File: src/rtl/bus_pkg.sv
// Shared definitions for the 74245 bank sequencer.
//   DIR_A2B / DIR_B2A : dir pin encoding, identical to the hct74245 DIR input.
//   state_e           : sequencer states.
package bus_pkg;

  localparam logic DIR_A2B = 1'b1;
  localparam logic DIR_B2A = 1'b0;

  typedef enum logic [1:0] {
    IDLE  = 2'd0,
    TURN  = 2'd1,
    DRIVE = 2'd2,
    DONE  = 2'd3
  } state_e;

endpackage

File: src/rtl/bus_xcvr_seq_cycle_timer.sv
// Loadable down-counter with a zero flag, used to time both the dead window
// after a dir change and the settle window while a transceiver is enabled.
// Loading N makes zero_o rise N cycles after the load edge.
//   clk_i      : clock
//   reset_i    : synchronous active-high reset (count cleared)
//   load_i     : load load_val_i at the next edge
//   load_val_i : value to load
//   zero_o     : count is zero
module cycle_timer #(
  parameter int unsigned CNT_W = 1
) (
  input  logic             clk_i,
  input  logic             reset_i,
  input  logic             load_i,
  input  logic [CNT_W-1:0] load_val_i,
  output logic             zero_o
);

  logic [CNT_W-1:0] count_q;

  always_ff @(posedge clk_i) begin
    if (reset_i) begin
      count_q <= '0;
    end else if (load_i) begin
      count_q <= load_val_i;
    end else if (count_q != '0) begin
      count_q <= count_q - 1'b1;
    end
  end

  assign zero_o = (count_q == '0);

endmodule

File: src/rtl/bus_xcvr_seq.sv
// Break-before-make sequencer for a bank of hct74245 transceivers sharing one
// 8-bit A-side bus. Accepts single-byte read/write requests on valid/ready,
// turns the selected transceiver's dir with all enables off, enables it for a
// fixed settle window, and captures read data on the edge leaving that window.
//   clk, reset              : clock, synchronous active-high reset
//   req_valid/req_ready     : request handshake (ready only in IDLE, not in reset)
//   req_dir/req_sel/req_wdata : 1 = write A->B, transceiver index, write byte
//   xcvr_dir/xcvr_nOE       : per-transceiver dir and active-low enable pins
//   a_out/a_oe              : A-side drive value and tristate enable
//   a_in                    : A-side sampled value
//   rd_data                 : last captured read byte
//   done/err                : completion pulse, err = select out of range
module bus_xcvr_seq
  import bus_pkg::*;
#(
  parameter int unsigned NUM_XCVR      = 4,
  parameter int unsigned SEL_W         = (NUM_XCVR > 1) ? $clog2(NUM_XCVR) : 1,
  parameter int unsigned DEAD_CYCLES   = 1,
  parameter int unsigned SETTLE_CYCLES = 2
) (
  input  logic                clk,
  input  logic                reset,
  input  logic                req_valid,
  output logic                req_ready,
  input  logic                req_dir,
  input  logic [SEL_W-1:0]    req_sel,
  input  logic [7:0]          req_wdata,
  output logic [NUM_XCVR-1:0] xcvr_dir,
  output logic [NUM_XCVR-1:0] xcvr_nOE,
  output logic [7:0]          a_out,
  output logic                a_oe,
  input  logic [7:0]          a_in,
  output logic [7:0]          rd_data,
  output logic                done,
  output logic                err
);

  localparam int unsigned MAX_WIN = (DEAD_CYCLES > SETTLE_CYCLES) ? DEAD_CYCLES : SETTLE_CYCLES;
  localparam int unsigned CNT_W   = (MAX_WIN > 1) ? $clog2(MAX_WIN) : 1;
  localparam logic [CNT_W-1:0] DEAD_LOAD   = CNT_W'(DEAD_CYCLES - 1);
  localparam logic [CNT_W-1:0] SETTLE_LOAD = CNT_W'(SETTLE_CYCLES - 1);

  state_e              state_q;
  logic [NUM_XCVR-1:0] sel_oh_q;
  logic                dir_q;
  logic [7:0]          wdata_q;
  logic [NUM_XCVR-1:0] xcvr_dir_q;
  logic [NUM_XCVR-1:0] xcvr_noe_q;
  logic [7:0]          a_out_q;
  logic                a_oe_q;
  logic [7:0]          rd_data_q;
  logic                done_q;
  logic                err_q;

  logic                ready_w;
  logic                accept;
  logic                in_range;
  logic [NUM_XCVR-1:0] sel_mask;
  logic                need_turn;
  logic                tmr_load;
  logic [CNT_W-1:0]    tmr_val;
  logic                tmr_zero;

  assign ready_w  = (state_q == IDLE) && !reset;
  assign accept   = req_valid && ready_w;
  assign in_range = (32'(req_sel) < NUM_XCVR);

  // One-hot select built by comparison so an out-of-range index never
  // addresses a nonexistent pin; it simply yields an all-zero mask.
  always_comb begin
    sel_mask = '0;
    for (int unsigned i = 0; i < NUM_XCVR; i++) begin
      sel_mask[i] = (req_sel == SEL_W'(i));
    end
  end

  assign need_turn = |((xcvr_dir_q ^ {NUM_XCVR{req_dir}}) & sel_mask);

  // The timer is loaded on the edge entering TURN or DRIVE so its zero flag
  // marks the last cycle of that window.
  always_comb begin
    tmr_load = 1'b0;
    tmr_val  = '0;
    if (accept && in_range) begin
      tmr_load = 1'b1;
      tmr_val  = need_turn ? DEAD_LOAD : SETTLE_LOAD;
    end else if ((state_q == TURN) && tmr_zero) begin
      tmr_load = 1'b1;
      tmr_val  = SETTLE_LOAD;
    end
  end

  cycle_timer #(
    .CNT_W (CNT_W)
  ) u_timer (
    .clk_i      (clk),
    .reset_i    (reset),
    .load_i     (tmr_load),
    .load_val_i (tmr_val),
    .zero_o     (tmr_zero)
  );

  always_ff @(posedge clk) begin
    if (reset) begin
      state_q    <= IDLE;
      sel_oh_q   <= '0;
      dir_q      <= DIR_A2B;
      wdata_q    <= '0;
      xcvr_dir_q <= '1;
      xcvr_noe_q <= '1;
      a_out_q    <= '0;
      a_oe_q     <= 1'b0;
      rd_data_q  <= '0;
      done_q     <= 1'b0;
      err_q      <= 1'b0;
    end else begin
      done_q <= 1'b0;
      err_q  <= 1'b0;
      unique case (state_q)
        IDLE: begin
          if (accept) begin
            sel_oh_q <= sel_mask;
            dir_q    <= req_dir;
            wdata_q  <= req_wdata;
            if (!in_range) begin
              state_q <= DONE;
              done_q  <= 1'b1;
              err_q   <= 1'b1;
            end else if (need_turn) begin
              // Only the selected dir bit moves; every enable stays high.
              state_q    <= TURN;
              xcvr_dir_q <= (xcvr_dir_q & ~sel_mask) | (sel_mask & {NUM_XCVR{req_dir}});
            end else begin
              state_q    <= DRIVE;
              xcvr_noe_q <= ~sel_mask;
              if (req_dir == DIR_A2B) begin
                a_oe_q  <= 1'b1;
                a_out_q <= req_wdata;
              end
            end
          end
        end
        TURN: begin
          if (tmr_zero) begin
            state_q    <= DRIVE;
            xcvr_noe_q <= ~sel_oh_q;
            if (dir_q == DIR_A2B) begin
              a_oe_q  <= 1'b1;
              a_out_q <= wdata_q;
            end
          end
        end
        DRIVE: begin
          if (tmr_zero) begin
            state_q    <= DONE;
            xcvr_noe_q <= '1;
            a_oe_q     <= 1'b0;
            done_q     <= 1'b1;
            if (dir_q == DIR_B2A) begin
              rd_data_q <= a_in;
            end
          end
        end
        DONE: begin
          state_q <= IDLE;
        end
        default: begin
          state_q <= IDLE;
        end
      endcase
    end
  end

  assign req_ready = ready_w;
  assign xcvr_dir  = xcvr_dir_q;
  assign xcvr_nOE  = xcvr_noe_q;
  assign a_out     = a_out_q;
  assign a_oe      = a_oe_q;
  assign rd_data   = rd_data_q;
  assign done      = done_q;
  assign err       = err_q;

endmodule

File: config.mk
export PLATFORM = sky130hd
export DESIGN_NAME = bus_xcvr_seq
export DESIGN_NICKNAME = d
export VERILOG_FILES = /design/src/rtl/bus_pkg.sv /design/src/rtl/bus_xcvr_seq_cycle_timer.sv /design/src/rtl/bus_xcvr_seq.sv
export SDC_FILE = /design/constraint.sdc
export NUM_CORES = 1
export LEC_CHECK = 0
export ABC_AREA = 1
export CAP_MARGIN = 20
export CORE_MARGIN = 3
export CORE_UTILIZATION = 45
export CTS_CLUSTER_SIZE = 8
export DETAILED_ROUTE_END_ITERATION = 10
export DONT_BUFFER_PORTS = 1
export GPL_TIMING_DRIVEN = 1
export PLACE_DENSITY_LB_ADDON = 0.08
export SYNTH_ARGS = -nofsm -noshare
export SYNTH_HDL_FRONTEND = slang
export SYNTH_SLANG_ARGS = --single-unit
File: constraint.sdc
create_clock -name clk -period 4.3 [get_ports clk]
set_clock_uncertainty 0.1 [all_clocks]
set_input_delay 0.43 -clock clk [delete_from_list [all_inputs] [get_ports clk]]
set_output_delay 0.43 -clock clk [all_outputs]
set_load 0.02 [all_outputs]
# After elaboration in Yosys (flattened, before gate mapping)
# Index checks and enable logic that the tools add are counted.
# Widths: inputs -> output; s select.
# totals
in_bits	22
memories	0
wordCells	81
ff_bits	42
output_inout_bits	28
latch_bits	0
mem_bits_ro	0
ram_bits	0
# classes
n_addsub	1
reduce_logical	17
eq_ne	12
shift	0
magnitude_cmp	0
bitwise_logic	10
n_mul	0
mux	30
n_div	0
# ops
cell	count
$mux 8	5
$mux 4	4
$pmux 8 s2	1
$mux 1	13
$and 4x4->4	3
$ne 2x2->1 const B	6
$pmux 4 s3	1
$reduce_and 3->1	3
$eq 2x2->1 const B	4
$mux 2	4
$not 4->4	2
$pmux 2 s4	1
$reduce_and 7->1	1
$reduce_and 6->1	1
$reduce_and 5->1	1
$eq 2x1->1 const B	2
$logic_not 2->1	2
$or 4x4->4	1
$reduce_or 4->1	1
$xor 4x4->4	1
$logic_and 1x1->1	3
$not 1->1	3
$pmux 1 s3	1
$reduce_bool 3->1	1
other kinds (5)	5

# Logic depth before layout (Yosys ltp)
# depth
word_depth	6
ltp_mapped	10

# By module
# From an unflattened synthesis, not the netlist that was laid out.
# hier_totals
hier_cells	269
hier_area_um2	1910.6
# by_module_without_submodules
mod	seq_area_each_um2	cells_per_inst	area_per_inst_um2	instances
bus_xcvr_seq	820.8	265	1876.8	1
cycle_timer	20.0	4	33.8	1

# Worst setup path after synthesis
# No wires, ideal clock.
# synth_path
kind	reg-to-reg
start	register state_q[1]
end	register a_out_q[2] (netlist: a_out[2])
setup_ns	0.132
setup_slack_ns	2.540
n_path_buf	0
stages_incl_launch_ff	10
arrival_ns	1.528
period_less_slack_ns	1.760
path_cell_list	dfxtp_1 > inv_1 > ha_1 > nand3_2 > nand2_1 > o21ai_1 > nor3_4 > nand2_2 > nand2_1 > a21oi_1
# synth_via
elab_chain_len	5
word_cells_on_any_way	12
# synth_lines
element	line	text
start: declaration	bus_xcvr_seq.sv:43	state_e state_q;
start signal: assignment	bus_xcvr_seq.sv:105	state_q <= IDLE;
start signal: assignment	bus_xcvr_seq.sv:126	state_q <= DONE;
start signal: assignment	bus_xcvr_seq.sv:131	state_q <= TURN;
$logic_not 2->1	bus_xcvr_seq.sv:64, bus_xcvr_seq.sv:119	
$logic_and 1x1->1	bus_xcvr_seq.sv:64	assign ready_w = (state_q == IDLE) && !reset;
$logic_and 1x1->1	bus_xcvr_seq.sv:65	assign accept = req_valid && ready_w;
$ne 2x2->1 (no source line)	n/a	
$reduce_and 6->1 (no source line)	n/a	
end signal: assignment	bus_xcvr_seq.sv:138	a_out_q <= req_wdata;
end signal: assignment	bus_xcvr_seq.sv:149	a_out_q <= wdata_q;
end: declaration	bus_xcvr_seq.sv:49	logic [7:0] a_out_q;
# Parallel ways exist; a longest one is shown, timed or not.
# A chain may end at the register's enable or synchronous reset.

# Worst setup path after layout
# layout_path
start	register state_q[1]
end	register a_out_q[5] (netlist: a_out[5])
# The elaborated chain is that of the path after synthesis.

==> results.ini <==
[worst_hold_path]
hold_end = sel_oh_q[1]
min_path_cells = 1
min_path_type = in -> reg
hp-start = reset

[synthesis]
synth_fp_nets = 298
avgSynthCellArea_um2 = 7.087
synthFlopType = dfxtp_1
synth_top_area_cell = dfxtp_1
synth-warning-count = 0
async_reset_ff_share_pct = 0
synth_edf_count = 0
synthSimpleGateAreaFrac_pct = 29.06
synth_xor_area_share_pct = 0
synth_cell_types = 25
synth-adder-area-share_pct = 3.257
syn_inst = 271
synth_seq_area_share_pct = 43.78
synth-seq-cells = 42
synth_compound_area_share_pct = 14.46
yosysTopAreaCellShare_pct = 43.78
synth_mux_area_share_pct = 0
synth.area.top_cells = dfxtp_1 (44%), nand2_1 (11%), o21ai_0 (8.6%), nand3_1 (8.3%), inv_1 (5.7%)
synth_top_family_by_area = simple AND/OR/NAND/NOR gates
synth_area_mm2 = 0.001921

[grt]
gr-total-overflow = 0
grt_pass1_vias = 1528
antenna_found_initial = 0
grt_max_degree = 31
grt_usage_pct = 17.67
grt_pass1_wl_mm = 7.162

[clock_network]
cts_sinks = 42
path_clk_slew_ps = 80
cts_buffers = 5
cts_setup_buffers = 0
cts_tree = built
cts_root_buffer = clkbuf_8
clock_path_buffers = 2
cts_resized = 0
htree_levels = 2
clk_latency_ps = 290
holdBufCountCts = 0

[floorplanning]
core-area_mm2 = 0.004058
rows = 23
die_height_um = 71.33
die_w_um = 71.33
ioPinCount = 50
start_util_pct = 47.33
die-area_mm2 = 0.005088

[finish]
drive_above_1_share_pct = 5.597
fin_nets = 294
layout_common_cells = nand2_1 (57), dfxtp_1 (42), o21ai_0 (33)
stdcell_count = 318
area_growth_pct = 4.626
fin_area_mm2 = 0.002009
multi_input_area_um2 = 902.1
final_common_cell = nand2_1
regArea_um2 = 840.8
diodes = 0
n_fill_cell = 411
utilization_pct = 49.52

[place]
portBuffers = 0
dp_hpwl_mm = 2.956
post_dp_cell_area_mm2 = 0.001923
placed_cells = 310
dp_slack_ps = 1692
gp_congestion = 0.7107

[route]
dr_total_vias = 1654
post_drt_wl_per_cell_um = 13.26
via_per_inst = 5.201
drcViolationCount = 0
first_pass_iters = 4
drtIter0Drc = 122
wl_mm = 4.217
ant_nets = 0

[sta]
max_freq_mhz = 408.3
fin_ws_ps = 1851
slew-limit-headroom_pct = 48.92
setup_viol = 0
fin_crit_ps = 2449
hold_ws_ps = 95.86
tns_ps = 0
slew_violations = 0
grt_setup_unrepaired = no
hold_viol = 0
max_slew.worst_pin.slew_ps = 760.4
fin_crit_sh_pct = 56.96

[flow_run]
cap_viol_max_count = 0

[critical_path]
required_ps = 4390
cp-start-kind = register
reg2reg_slack_ps = 1850
r2r-end = a_out[5]
reg2regPathDepth = 9
cp.arrival_ps = 2540
regToRegStartpoint = state_q[1]
worstSetupPathType = reg -> reg
crit_path_end_kind = register
crit_fanout = 27

[power_and_ir_drop]
power.density_mw_per_mm2 = 596.0
vdd_ir_drop_max_uv = 325.8
p_total_mw = 1.198
leakage_nw = 0.8978

[run_status]
outcome = finished clean

==> logic make-up after synthesis <==
logic type	after synthesis
other	1
AO/OA/AOI/OAI	54
AND/OR/NAND/NOR	127
adder cells (fa/ha/maj)	5
buffers and inverters	42
flip-flops	42
==> worst max-delay path: stages, from the launching register on <==
cell     delay (ps)
dfxtp_1         330
inv_1           120
ha_1            310
nand3_2         450
nand2_1         220
o21ai_1         120
nor3_4          330
nand2_2         180
nand2_1         110
a21oi_1          60
==> state kept, by name, summed over array words and instances, names as in the netlist, named ones only <==
| signal | flops |
|---|---|
| a_out | 8 |
| rd_data | 8 |
| wdata_q | 8 |
| sel_oh_q | 4 |
| xcvr_nOE | 4 |
| state_q | 2 |
| a_oe | 1 |
| dir_q | 1 |
| done | 1 |
| u_timer.count_q | 1 |
==> report_power, final <==
group	switching (mW)	internal, mW
clock	0.133	0.115
sequential	0.101	0.466
combinational	0.262	0.121
total	0.497	0.701
==> cell usage after synthesis (2+ instances only) <==
cell type / count
nand2_1: 57
dfxtp_1: 42
o21ai_0: 33
nand3_1: 32
inv_1: 29
nor2_1: 26
a21oi_1: 17
clkbuf_1: 7
ha_1: 5
nand4_1: 5
buf_6: 2
nor2_2: 2
nor3_1: 2
==> per-layer routing <==
| layer | GRT usage, % | vias up | part of all wire, % |
|---|---|---|---|
| met3 | 6.311 | 4 | 6.8 |
| met4 | 5.637 | 0 | 1.2 |
| met2 | 26.22 | 49 | 45 |
| met1 | 24.03 | 734 | 47 |
| met5 | 0 | - | 0 |
| li1 | - | 867 | - |
==> final cells by class <==
type | count | share of cell area (%)
sequential | 42 | 41.84
clock buffer | 6 | 3.611
inverter | 31 | 5.853
clock inverter | 2 | 0.6849
tap | 50 | 3.113
multi-input combinational | 187 | 44.89
==> worst max-delay path by stage <==
stage | to | start
after floorplan | a_out[2] | state_q[1]
after global placement | a_out[3] | reset
after detailed placement | a_out[5] | reset
after CTS | a_out[5] | state_q[1]
after global routing | a_out[6] | state_q[1]
final | a_out[5] | state_q[1]
No activity file was read; power rests on OpenSTA's default activity.
